**src/rtl/rv_pipeline_pkg.sv**
```systemverilog
// ---------------------------------------------------------------------------
// rv_pipeline_pkg
// Shared definitions for the in-order RV32 pipeline front end.
//   XLEN              datapath width
//   NOP_INSTR_DEF     default bubble encoding (addi x0,x0,0)
//   RESET_PC_DEF      default PC after reset
//   if_id_t           IF/ID pipeline register bundle
//   if_id_reset_val   value the IF/ID register takes on reset
// ---------------------------------------------------------------------------
package rv_pipeline_pkg;

    localparam int          XLEN          = 32;
    localparam logic [31:0] NOP_INSTR_DEF = 32'h0000_0013;
    localparam logic [31:0] RESET_PC_DEF  = 32'h0000_0000;

    typedef struct packed {
        logic [XLEN-1:0] instr;
        logic [XLEN-1:0] pc;
        logic [XLEN-1:0] pc_plus4;
        logic            valid;
        logic            fault;
    } if_id_t;

    function automatic if_id_t if_id_reset_val(input logic [XLEN-1:0] nop);
        if_id_t r;
        r.instr    = nop;
        r.pc       = '0;
        r.pc_plus4 = '0;
        r.valid    = 1'b0;
        r.fault    = 1'b0;
        return r;
    endfunction

endpackage

```
**src/rtl/instruction_fetch_unit_if_id_reg.sv**
```systemverilog
// ---------------------------------------------------------------------------
// if_id_reg
// IF/ID pipeline register with priority reset > flush > stall > capture.
// Ports:
//   clk, rst                 clock, synchronous active-high reset
//   stall                    hold every field (including fault)
//   flush                    insert a bubble (NOP, valid=0, fault=0)
//   cap_*                    values to capture when neither flush nor stall
//   instr, pc, pc_plus4,
//   valid, fault             registered IF/ID contents
// ---------------------------------------------------------------------------
module if_id_reg
    import rv_pipeline_pkg::*;
#(
    parameter logic [31:0] NOP_INSTR = NOP_INSTR_DEF
) (
    input  logic        clk,
    input  logic        rst,
    input  logic        stall,
    input  logic        flush,
    input  logic [31:0] cap_instr,
    input  logic [31:0] cap_pc,
    input  logic [31:0] cap_pc_plus4,
    input  logic        cap_valid,
    input  logic        cap_fault,
    output logic [31:0] instr,
    output logic [31:0] pc,
    output logic [31:0] pc_plus4,
    output logic        valid,
    output logic        fault
);

    if_id_t if_id_d;
    if_id_t if_id_q;

    always_comb begin
        if_id_d = if_id_q;
        if (flush) begin
            // PC fields are don't-care in a bubble; holding them avoids extra muxing.
            if_id_d.instr = NOP_INSTR;
            if_id_d.valid = 1'b0;
            if_id_d.fault = 1'b0;
        end else if (!stall) begin
            if_id_d.instr    = cap_instr;
            if_id_d.pc       = cap_pc;
            if_id_d.pc_plus4 = cap_pc_plus4;
            if_id_d.valid    = cap_valid;
            if_id_d.fault    = cap_fault;
        end
    end

    always_ff @(posedge clk) begin
        if (rst) begin
            if_id_q <= if_id_reset_val(NOP_INSTR);
        end else begin
            if_id_q <= if_id_d;
        end
    end

    assign instr    = if_id_q.instr;
    assign pc       = if_id_q.pc;
    assign pc_plus4 = if_id_q.pc_plus4;
    assign valid    = if_id_q.valid;
    assign fault    = if_id_q.fault;

endmodule

```
**src/rtl/instruction_fetch_unit.sv**
```systemverilog
// ---------------------------------------------------------------------------
// instruction_fetch_unit
// IF stage: owns the PC, addresses a combinational-read, word-addressed
// instruction memory, captures the returned word into IF/ID and advances PC
// by 4. Handles stall, flush and redirect, and flags misaligned or
// out-of-range fetches.
// Ports:
//   clk, rst          clock, synchronous active-high reset
//   stall_if          hold PC and IF/ID
//   flush_if          bubble into IF/ID next edge
//   redirect_valid    load redirect_pc into PC next edge (IF/ID gets a bubble)
//   redirect_pc       byte-address target, loaded verbatim
//   imem_addr         word index {2'b00, pc[31:2]} (combinational from PC)
//   imem_rd           instruction word returned in the same cycle
//   pc_out            current PC (combinational from PC register)
//   if_id_*           registered IF/ID contents
//   fetch_count       valid instructions captured since reset (wraps)
// ---------------------------------------------------------------------------
module instruction_fetch_unit
    import rv_pipeline_pkg::*;
#(
    parameter logic [31:0] RESET_PC   = RESET_PC_DEF,
    parameter int          IMEM_DEPTH = 1024,
    parameter logic [31:0] NOP_INSTR  = NOP_INSTR_DEF
) (
    input  logic        clk,
    input  logic        rst,
    input  logic        stall_if,
    input  logic        flush_if,
    input  logic        redirect_valid,
    input  logic [31:0] redirect_pc,
    output logic [31:0] imem_addr,
    input  logic [31:0] imem_rd,
    output logic [31:0] pc_out,
    output logic [31:0] if_id_instr,
    output logic [31:0] if_id_pc,
    output logic [31:0] if_id_pc_plus4,
    output logic        if_id_valid,
    output logic        if_id_fault,
    output logic [31:0] fetch_count
);

    logic [31:0] pc_d;
    logic [31:0] pc_q;
    logic [31:0] fetch_count_d;
    logic [31:0] fetch_count_q;
    logic [31:0] pc_plus4;
    logic        fault_now;
    logic        bubble;
    logic [31:0] cap_instr;

    assign pc_plus4  = pc_q + 32'd4;   // wraps naturally at 32'hFFFF_FFFC
    assign imem_addr = {2'b00, pc_q[31:2]};
    assign pc_out    = pc_q;

    // Word index is compared zero-extended so any depth up to 2^30 works.
    assign fault_now = (pc_q[1:0] != 2'b00) || ({2'b00, pc_q[31:2]} >= 32'(IMEM_DEPTH));

    // A redirect squashes the instruction fetched down the wrong path.
    assign bubble    = flush_if | redirect_valid;
    assign cap_instr = fault_now ? NOP_INSTR : imem_rd;

    always_comb begin
        pc_d = pc_plus4;
        if (redirect_valid) begin
            pc_d = redirect_pc;
        end else if (stall_if) begin
            pc_d = pc_q;
        end
    end

    always_comb begin
        fetch_count_d = fetch_count_q;
        if (!bubble && !stall_if && !fault_now) begin
            fetch_count_d = fetch_count_q + 32'd1;
        end
    end

    always_ff @(posedge clk) begin
        if (rst) begin
            pc_q          <= RESET_PC;
            fetch_count_q <= '0;
        end else begin
            pc_q          <= pc_d;
            fetch_count_q <= fetch_count_d;
        end
    end

    assign fetch_count = fetch_count_q;

    if_id_reg #(
        .NOP_INSTR (NOP_INSTR)
    ) u_if_id (
        .clk          (clk),
        .rst          (rst),
        .stall        (stall_if),
        .flush        (bubble),
        .cap_instr    (cap_instr),
        .cap_pc       (pc_q),
        .cap_pc_plus4 (pc_plus4),
        .cap_valid    (~fault_now),
        .cap_fault    (fault_now),
        .instr        (if_id_instr),
        .pc           (if_id_pc),
        .pc_plus4     (if_id_pc_plus4),
        .valid        (if_id_valid),
        .fault        (if_id_fault)
    );

endmodule
```
**config.mk**
```make
export PLATFORM = sky130hd
export DESIGN_NAME = instruction_fetch_unit
export DESIGN_NICKNAME = d
export VERILOG_FILES = /design/src/rtl/rv_pipeline_pkg.sv /design/src/rtl/instruction_fetch_unit_if_id_reg.sv /design/src/rtl/instruction_fetch_unit.sv
export SDC_FILE = /design/constraint.sdc
export NUM_CORES = 1
export LEC_CHECK = 0
export ABC_AREA = 1
export BUFFER_PORTS_ARGS = -buffer_cell sky130_fd_sc_hd__buf_2
export CAP_MARGIN = 20
export CORE_MARGIN = 1
export CORE_UTILIZATION = 40
export DETAILED_ROUTE_END_ITERATION = 12
export PLACE_DENSITY = 0.66
export SYNTH_ARGS = -nofsm -noshare
export SYNTH_HDL_FRONTEND = slang
export SYNTH_SLANG_ARGS = --single-unit
```
**constraint.sdc**
```tcl
create_clock -name clk -period 2.1 [get_ports clk]
set_input_delay 0.21 -clock clk [delete_from_list [all_inputs] [get_ports clk]]
set_output_delay 0.21 -clock clk [all_outputs]
set_load 0.03 [all_outputs]
```
==> metrics, run 1 <==
First-pass DRT Iterations=5; final setup TNS=0 ns; family with the most delay on the worst path=simple AND/OR/NAND/NOR gates; GRT Residual Overflow=0; critical-path cell list=ha_1 > inv_1 > nor2_1 > nand2_1 > nor2_1 > xor2_1 > nand2_1 > a21oi_1; Min Clock Period, post-route=1.87 ns; TritonCTS clock tree=built; Reg2Reg Depth=8; die area=20300 um^2; Mapped Cells=1203; WL/cell=14.6 um; first-pass GRT wire length=38800 um; Worst setup SP type=flop; Crit path largest cell delay=0.35 ns; Crit Reg-Reg Startpoint=pc_out[2]; Post-Syn Area=7890 um^2; unrepaired setup endpoints after global routing=no; DR iter-0 viols=551; Layout area overhead=24.4%; Min-Delay Endpoint=pc_out[0]; Hold Path Depth=3; die width=142 um; post-synthesis average cell area=6.56 um^2; crit path kind=reg2reg; clock buffer count from CTS=17; vias in the first global route=7346; r2r setup slk=0.23 ns; proportion of layout cells with a drive suffix above 1=0.233; status=complete, no violations; static leakage=4.49 nW; Top-Level Pins=263; Die H=142 um; Remaining DRCs=0; Worst-Skew Late Latency=0.42 ns; CP arrival=2.22 ns; Slew @ Worst Pin=0.615 ns; # port buffers=260; Seq/Total Area, Yosys=0.406; Final Cell Area=9810 um^2; Final Max Slew Viols=0; gr usage total=0.247; dpl hpwl=18600 um; RR Endpoint=u_if_id.pc_plus4[18]; clk_skew=0.0112 ns; CTS clk-pin slew, worst paths=0.06 ns; CP endpoint kind=flop; critical path depth in cells=8; Hold WC Path Type=in2reg; max cap viols=0; ANT nets after route=0; Setup violations, final=0; Data required, critical path=2.45 ns; PD cells=713 nW/um^2; placer congestion estimate=0.920; pin count of the biggest net entering global routing=56; Worst path slowest cell=ha_1; Area after DPL=9240 um^2; Total Wirelength=24900 um; FF+latch count, synth=160; initial core utilization=0.415; yosys warns=0; DR vias/cell=4.85; hold_sp=redirect_pc[0]; CTS H-tree lvls=4; nets=1501; Core Region=19000 um^2; Netlist cell types=31; initial antenna violation count=3; final period utilization=0.890; Worst Hold Margin=0.0211 ns; root buf cell=clkbuf_16; Max Root-Sink Buffers=2; vias=8260; CP bufs+invs=1; Post-CTS Setup Bufs=0; Rel. slew slack=0.590; clock sinks=160; row count=50; Fin. Hold Viols=0; critical path peak fanout=5; Peak VDD IR=0.000502 V; Max Fclk=0.535 GHz
-- stage by stage --
| step | power, mW | utilization | std cells | worst slack [ns] |
|---|---|---|---|---|
| finish | 7.00 | 0.516 | 1702 | 0.231 |
| global route | 7.27 | 0.516 | 1701 | 0.0647 |
| CTS | 7.05 | 0.516 | 1699 | 0.268 |
| detailed placement | 4.15 | 0.486 | 1667 | 0.283 |
| global placement | 4.15 | 0.486 | 1667 | 0.275 |
| floorplan | 3.88 | - | 1204 | 0.322 |
-- worst max path at each step --
| stage | slack [ns] | startpoint | end |
|---|---|---|---|
| floorplan | 0.32 | pc_out[2] | pc_out[16] |
| global placement | 0.27 | pc_out[12] | u_if_id.pc_plus4[23] |
| global route | 0.06 | pc_out[2] | u_if_id.pc_plus4[18] |
| finish | 0.23 | pc_out[2] | u_if_id.pc_plus4[18] |
| detailed placement | 0.28 | pc_out[12] | u_if_id.pc_plus4[23] |
| CTS | 0.27 | pc_out[12] | u_if_id.pc_plus4[23] |
-- state kept, by name, summed over array words and instances, names as in the netlist --
register / cells
u_if_id.fault: 1
u_if_id.instr: 32
pc_out: 32
fetch_count: 32
u_if_id.pc_plus4: 32
u_if_id.valid: 1
u_if_id.pc: 30
-- worst reg2reg max path: stages (launching register included) --
cell and delay (ns):
dfxtp_1 0.33, ha_1 0.35, inv_1 0.10, nor2_1 0.23, nand2_1 0.17, nor2_1 0.20
xor2_1 0.21, nand2_1 0.09, a21oi_1 0.12
-- placed cells by master (no fill, tap or decap), types with 4 or more instances in the layout --
cell	n
inv_1	95
xnor2_1	5
buf_4	27
o21ai_0	78
clkbuf_16	17
nor2_1	170
xor2_1	20
dfxtp_1	160
a21oi_1	121
clkinv_2	4
nand3_1	44
nor2_2	7
nand4_1	5
a31oi_1	7
nand2_1	384
inv_2	4
buf_2	260
-- metal layers --
| layer | track usage | part of all wire |
|---|---|---|
| met5 | 0 | 0 |
| met4 | 0.0894 | 0.021 |
| met3 | 0.0508 | 0.068 |
| met2 | 0.391 | 0.45 |
| met1 | 0.331 | 0.46 |
-- kinds of logic after synthesis --
| family | share of synthesized area |
|---|---|
| and+or+nand+nor | 0.313 |
| AOI/OAI and AO/OA | 0.137 |
| buffers and inverters | 0.111 |
| DFF | 0.406 |
| xor gates and xnor gates | 0.0278 |
| adders and majority gates | 0.00476 |
| other | 0.000475 |
-- cells in the mapped netlist (all sizes together) --
| library cell | n | share of area |
|---|---|---|
| o21ai | 79 | 0.050 |
| ha | 3 | 0.0048 |
| a21o | 1 | 0.00095 |
| a21oi | 121 | 0.077 |
| a211oi | 1 | 0.00095 |
| dfxtp | 160 | 0.41 |
| xnor2 | 5 | 0.0056 |
| nand3 | 45 | 0.029 |
| buf | 54 | 0.049 |
| xor2 | 20 | 0.022 |
| nor2 | 180 | 0.093 |
| nand2 | 385 | 0.18 |
| inv | 100 | 0.048 |
| clkbuf | 31 | 0.015 |
| nor3 | 1 | 0.0013 |
| conb | 1 | 0.00048 |
| nand4 | 6 | 0.0056 |
| a31oi | 7 | 0.0056 |
| o22ai | 3 | 0.0024 |
-- what timing repair did --
action | in CTS | in global routing
hold buffers | 3 | 0
endpoints found under the hold margin | 3 | 0
gates resized for setup | 0 | 0
-- where the power goes --
part	leakage, nW	switching (mW)	internal (mW)	total [mW]
sequential	1.30	0.0833	3.12	3.21
combinational	2.93	0.626	0.261	0.887
clock	0.257	1.26	1.64	2.90
-- layout make-up --
class / instances / area [um^2]
antenna: 3 / 7.51
fill: 2017 / 9210
inverter: 100 / 378
clock buffer: 19 / 443
tap: 260 / 325
multi-input combinational: 859 / 3810
clock inverter: 10 / 90.1
timing repair buffer: 291 / 1550
sequential: 160 / 3200
No activity file was read; power rests on OpenSTA's default activity.
==> inputs of run 2 (changes only) <==
--- a/config.mk
+++ b/config.mk
@@ -12,6 +12,7 @@
 export CORE_UTILIZATION = 40
 export DETAILED_ROUTE_END_ITERATION = 12
 export PLACE_DENSITY = 0.66
+export REMOVE_ABC_BUFFERS = 1
 export SYNTH_ARGS = -nofsm -noshare
 export SYNTH_HDL_FRONTEND = slang
 export SYNTH_SLANG_ARGS = --single-unit
==> run 2 against run 1 <==
  * Combinational power is 0.8% lower
  * Sequential share of layout area is 0.13 points lower
  * Hold slack worse by 0.0027 ns
  * Wire length is 0.26% lower
==> metrics, run 2 (synthesis results as in run 1) <==
status=complete, no violations; Min Clock Period, post-route=1.87 ns; static leakage=4.48 nW; clk_skew=0.00957 ns; non-filler cells, final=1698; gr usage total=0.247; most common cell after layout, fill and taps aside=nand2_1; ANT nets after route=0; Worst setup SP type=flop; pre-CTS WS=0.272 ns; clock buffer count from CTS=17; Max Root-Sink Buffers=2; crit-path most repeated cell=nand3_1; clock sinks=160; Slew @ Worst Pin=0.617 ns; WL/cell=14.6 um; die area=20300 um^2; Rel. slew slack=0.588; DR vias/cell=4.84; proportion of layout cells with a drive suffix above 1=0.231; Worst path slowest cell=dfxtp_1; CTS clk-pin slew, worst paths=0.07 ns; Die H=142 um; fin worst setup slack=0.226 ns; Total Wirelength=24900 um; Placed Cells=1659; Core Region=19000 um^2; Peak VDD IR=0.000596 V; CP bufs+invs=0; # port buffers=260; Top-Level Pins=263; max cap viols=0; root buf cell=clkbuf_16; unrepaired setup endpoints after global routing=no; initial core utilization=0.415; CP arrival=2.23 ns; GRT Residual Overflow=0; Total Power=7.32 mW; pin count of the biggest net entering global routing=79; most frequent cells in the layout=384 x nand2_1, 260 x buf_2, 170 x nor2_1, 160 x dfxtp_1, 121 x a21oi_1; family with the most delay on the worst path=simple AND/OR/NAND/NOR gates; final setup TNS=0 ns; dpl hpwl=17900 um; PD cells=743 nW/um^2; Data required, critical path=2.46 ns; CP endpoint kind=flop; Setup violations, final=0; TritonCTS clock tree=built; vias in the first global route=7279; Max Fclk=0.534 GHz; placer congestion estimate=0.905; critical path peak fanout=6; Layout area overhead=24.9%; die width=142 um; Hold WC Path Type=in2reg; first-pass GRT wire length=39000 um; vias=8215; crit path kind=reg2reg; DR iter-0 viols=550; CTS H-tree lvls=4; Worst-Skew Late Latency=0.43 ns; Final Cell Area=9850 um^2; First-pass DRT Iterations=5; Area after DPL=9200 um^2; final period utilization=0.892; initial antenna violation count=2; nets=1495; row count=50; Fin. Hold Viols=0; fillers=2051; Remaining DRCs=0; Crit path largest cell delay=0.42 ns; Post-CTS Setup Bufs=0; Final Max Slew Viols=0; critical-path cell list=ha_1 > nand3_1 > nor2_1 > nand3_1 > xor2_1 > nand2_1 > a21oi_1
## run 2: layout make-up
type                       count  area, um^2  share of cell area
antenna                        2        5.00            0.000508
clock buffer                  19         453              0.0460
clock inverter                13         150              0.0152
inverter                     100         378              0.0383
multi-input combinational    859        3810               0.387
sequential                   160        3200               0.325
tap                          260         325              0.0330
timing repair buffer         285        1530               0.155
## run 2: through the flow
| step | hold WS (ns) | utilization |
|---|---|---|
| 2_1_floorplan | 0.279 | - |
| 3_3_place_gp | 0.424 | 0.483 |
| 3_5_place_dp | 0.431 | 0.483 |
| 4_1_cts | 0.00233 | 0.518 |
| 5_1_grt | 0.0136 | 0.518 |
| 6_report | 0.0184 | 0.518 |
## run 2: worst paths after layout
kind	slack, ns	to	from	depth (start not counted)
worst min register to register	0.45	u_if_id.valid	u_if_id.valid	2
worst min-delay path	0.02	u_if_id.instr[16]	imem_rd[16]	3
worst max register to register	0.23	pc_out[16]	pc_out[3]	7
worst max-delay path	0.23	pc_out[16]	pc_out[3]	7
## run 2: repair_timing
item,CTS,global route
hold buffers,5,0
resized for setup,0,0
endpoints found under the hold margin,5,0
## run 2: worst reg2reg max path, delay by kind of cell (launching register included)
| family | cells | cell delay [ns] |
|---|---|---|
| and+or+nand+nor | 4 | 0.70 |
| DFF | 1 | 0.42 |
| adders and majority gates | 1 | 0.32 |
| xor gates and xnor gates | 1 | 0.20 |
| AOI/OAI and AO/OA | 1 | 0.15 |
## run 2: power breakdown
part           leakage (nW)  switching (mW)  total, mW  internal (mW)
combinational          2.90           0.622      0.880          0.258
clock                 0.280            1.39       3.22           1.84
sequential             1.30          0.0935       3.22           3.12
## run 2: per-layer routing
metal / wire length, um / up-vias / global-route usage / part of all wire
met5: 0 / - / 0 / 0
met4: 547 / 0 / 0.0804 / 0.022
li1: - / 4190 / - / -
met2: 11300 / 255 / 0.384 / 0.45
met1: 11500 / 3739 / 0.342 / 0.46
met3: 1520 / 31 / 0.0468 / 0.061
==> inputs of run 3 (changes only) <==
--- a/config.mk
+++ b/config.mk
@@ -8,6 +8,7 @@
 export ABC_AREA = 1
 export BUFFER_PORTS_ARGS = -buffer_cell sky130_fd_sc_hd__buf_2
 export CAP_MARGIN = 20
+export CORE_ASPECT_RATIO = 1.25
 export CORE_MARGIN = 1
 export CORE_UTILIZATION = 40
 export DETAILED_ROUTE_END_ITERATION = 12
==> constraint.sdc (replaced) <==
create_clock -name clk -period 2.3 [get_ports clk]
set_input_delay 0.23 -clock clk [delete_from_list [all_inputs] [get_ports clk]]
set_output_delay 0.23 -clock clk [all_outputs]
set_load 0.03 [all_outputs]
==> run 3 against run 2 <==
  * Wire length shrank 1.5%
  * Count of clock-buffer cells in the layout shrank 2
  * Die area is essentially flat
  * Hold slack gained 0.0068 ns
  * Largest power group unchanged
  * Highest routed layer unchanged
  * Sequential power shrank 8.7%
  * Largest cell class unchanged
  * Utilization shrank 1.5 points
==> metrics, run 3 (synthesis results as in run 1) <==
DR vias/cell=4.91; Top-Level Pins=263; WL/cell=14.4 um; hold_sp=imem_rd[1]; Die H=159 um; Max Root-Sink Buffers=2; die width=128 um; # diodes=0; pin count of the biggest net entering global routing=79; critical-path cell list=inv_1 > nand3_1 > nor2_2 > nand4_1 > inv_2 > nand2_1 > a21oi_1; cts hold-fix bufs=1; Rel. slew slack=0.419; CTS clk-pin slew, worst paths=0.08 ns; fin worst setup slack=0.309 ns; PD cells=670 nW/um^2; Worst setup SP type=flop; most frequent cells in the layout=384 x nand2_1, 260 x buf_2, 170 x nor2_1, 160 x dfxtp_1, 121 x a21oi_1; CP bufs+invs=2; # port buffers=260; Core Region=19400 um^2; final period utilization=0.866; Final Util=0.503; Crit Reg-Reg Startpoint=pc_out[16]; Fin. Hold Viols=0; placer congestion estimate=0.914; unrepaired setup endpoints after global routing=no; most common cell after layout, fill and taps aside=nand2_1; CP arrival=2.35 ns; GRT Residual Overflow=0; max cap viols=0; Layout area overhead=23.7%; first-pass GRT wire length=38900 um; CP Launch Point=pc_out[16]; post-CTS resize count=0; Final Max Slew Viols=0; Post-CTS Setup Bufs=0; family with the most delay on the worst path=simple AND/OR/NAND/NOR gates; vias=8318; Slew @ Worst Pin=0.871 ns; proportion of layout cells with a drive suffix above 1=0.230; initial antenna violation count=0; CP endpoint kind=flop; clock sinks=160; Final Cell Area=9760 um^2; Remaining DRCs=0; pre-CTS WS=0.297 ns; die area=20300 um^2; row count=57; vias in the first global route=7597; clock buffer count from CTS=17; First-pass DRT Iterations=5; final setup TNS=0 ns; Crit path largest cell delay=0.47 ns; crit path kind=reg2reg; ANT nets after route=0; Min Clock Period, post-route=1.99 ns; Setup violations, final=0; Area after DPL=9160 um^2; Worst-Skew Late Latency=0.44 ns; static leakage=4.46 nW; clk_skew=0.0110 ns; Data required, critical path=2.66 ns; Hold WC Path Type=in2reg; critical path peak fanout=30; Max Fclk=0.502 GHz; initial core utilization=0.407; gr usage total=0.244; Worst Hold Margin=0.0252 ns; root buf cell=clkbuf_16; DR iter-0 viols=589; TritonCTS clock tree=built; CTS H-tree lvls=4; Peak VDD IR=0.000479 V; status=complete, no violations; dpl hpwl=18000 um; Total Wirelength=24500 um; nets=1489; Worst path slowest cell=inv_2
==> run 3: cell type report <==
type,instances,area [um^2]
fillers,2050,9640
clock buffers,17,425
repair buffers,279,1450
well taps,265,332
inverters,100,378
flip-flops and latches,160,3200
clock inverters,15,161
multi-input cells,859,3810
==> run 3: stage by stage <==
step	total power, mW	instances
global route	6.79	1695
floorplan	3.44	1119
global placement	3.78	1662
detailed placement	3.78	1662
CTS	6.59	1695
finish	6.54	1695
==> run 3: final timing paths <==
check	to	cells after the start	slack, ns
max	u_if_id.instr[9]	7	0.31
min	u_if_id.instr[1]	3	0.03
max reg2reg	u_if_id.instr[9]	7	0.31
min reg2reg	u_if_id.valid	2	0.46
==> run 3: worst min-delay path: cells and delay by family <==
family	cells	cell delay [ns]
buffers and inverters	1	0.08
AND/OR/NAND/NOR	1	0.05
AO/OA/AOI/OAI	1	0.07
==> run 3: per-layer routing <==
metal,up-vias,share of wire,global-route usage
met5,-,0,0
met4,0,0.022,0.0829
met3,40,0.055,0.0407
met2,304,0.48,0.417
met1,3798,0.44,0.309
li1,4176,-,-
==> run 3: report_power, final <==
part / total [mW] / internal [mW] / switching, mW / leakage [nW]
Combinational: 0.782 / 0.223 / 0.559 / 2.87
Clock: 2.82 / 1.46 / 1.36 / 0.290
Sequential: 2.94 / 2.85 / 0.0885 / 1.30
Total: 6.54 / 4.54 / 2.01 / 4.46
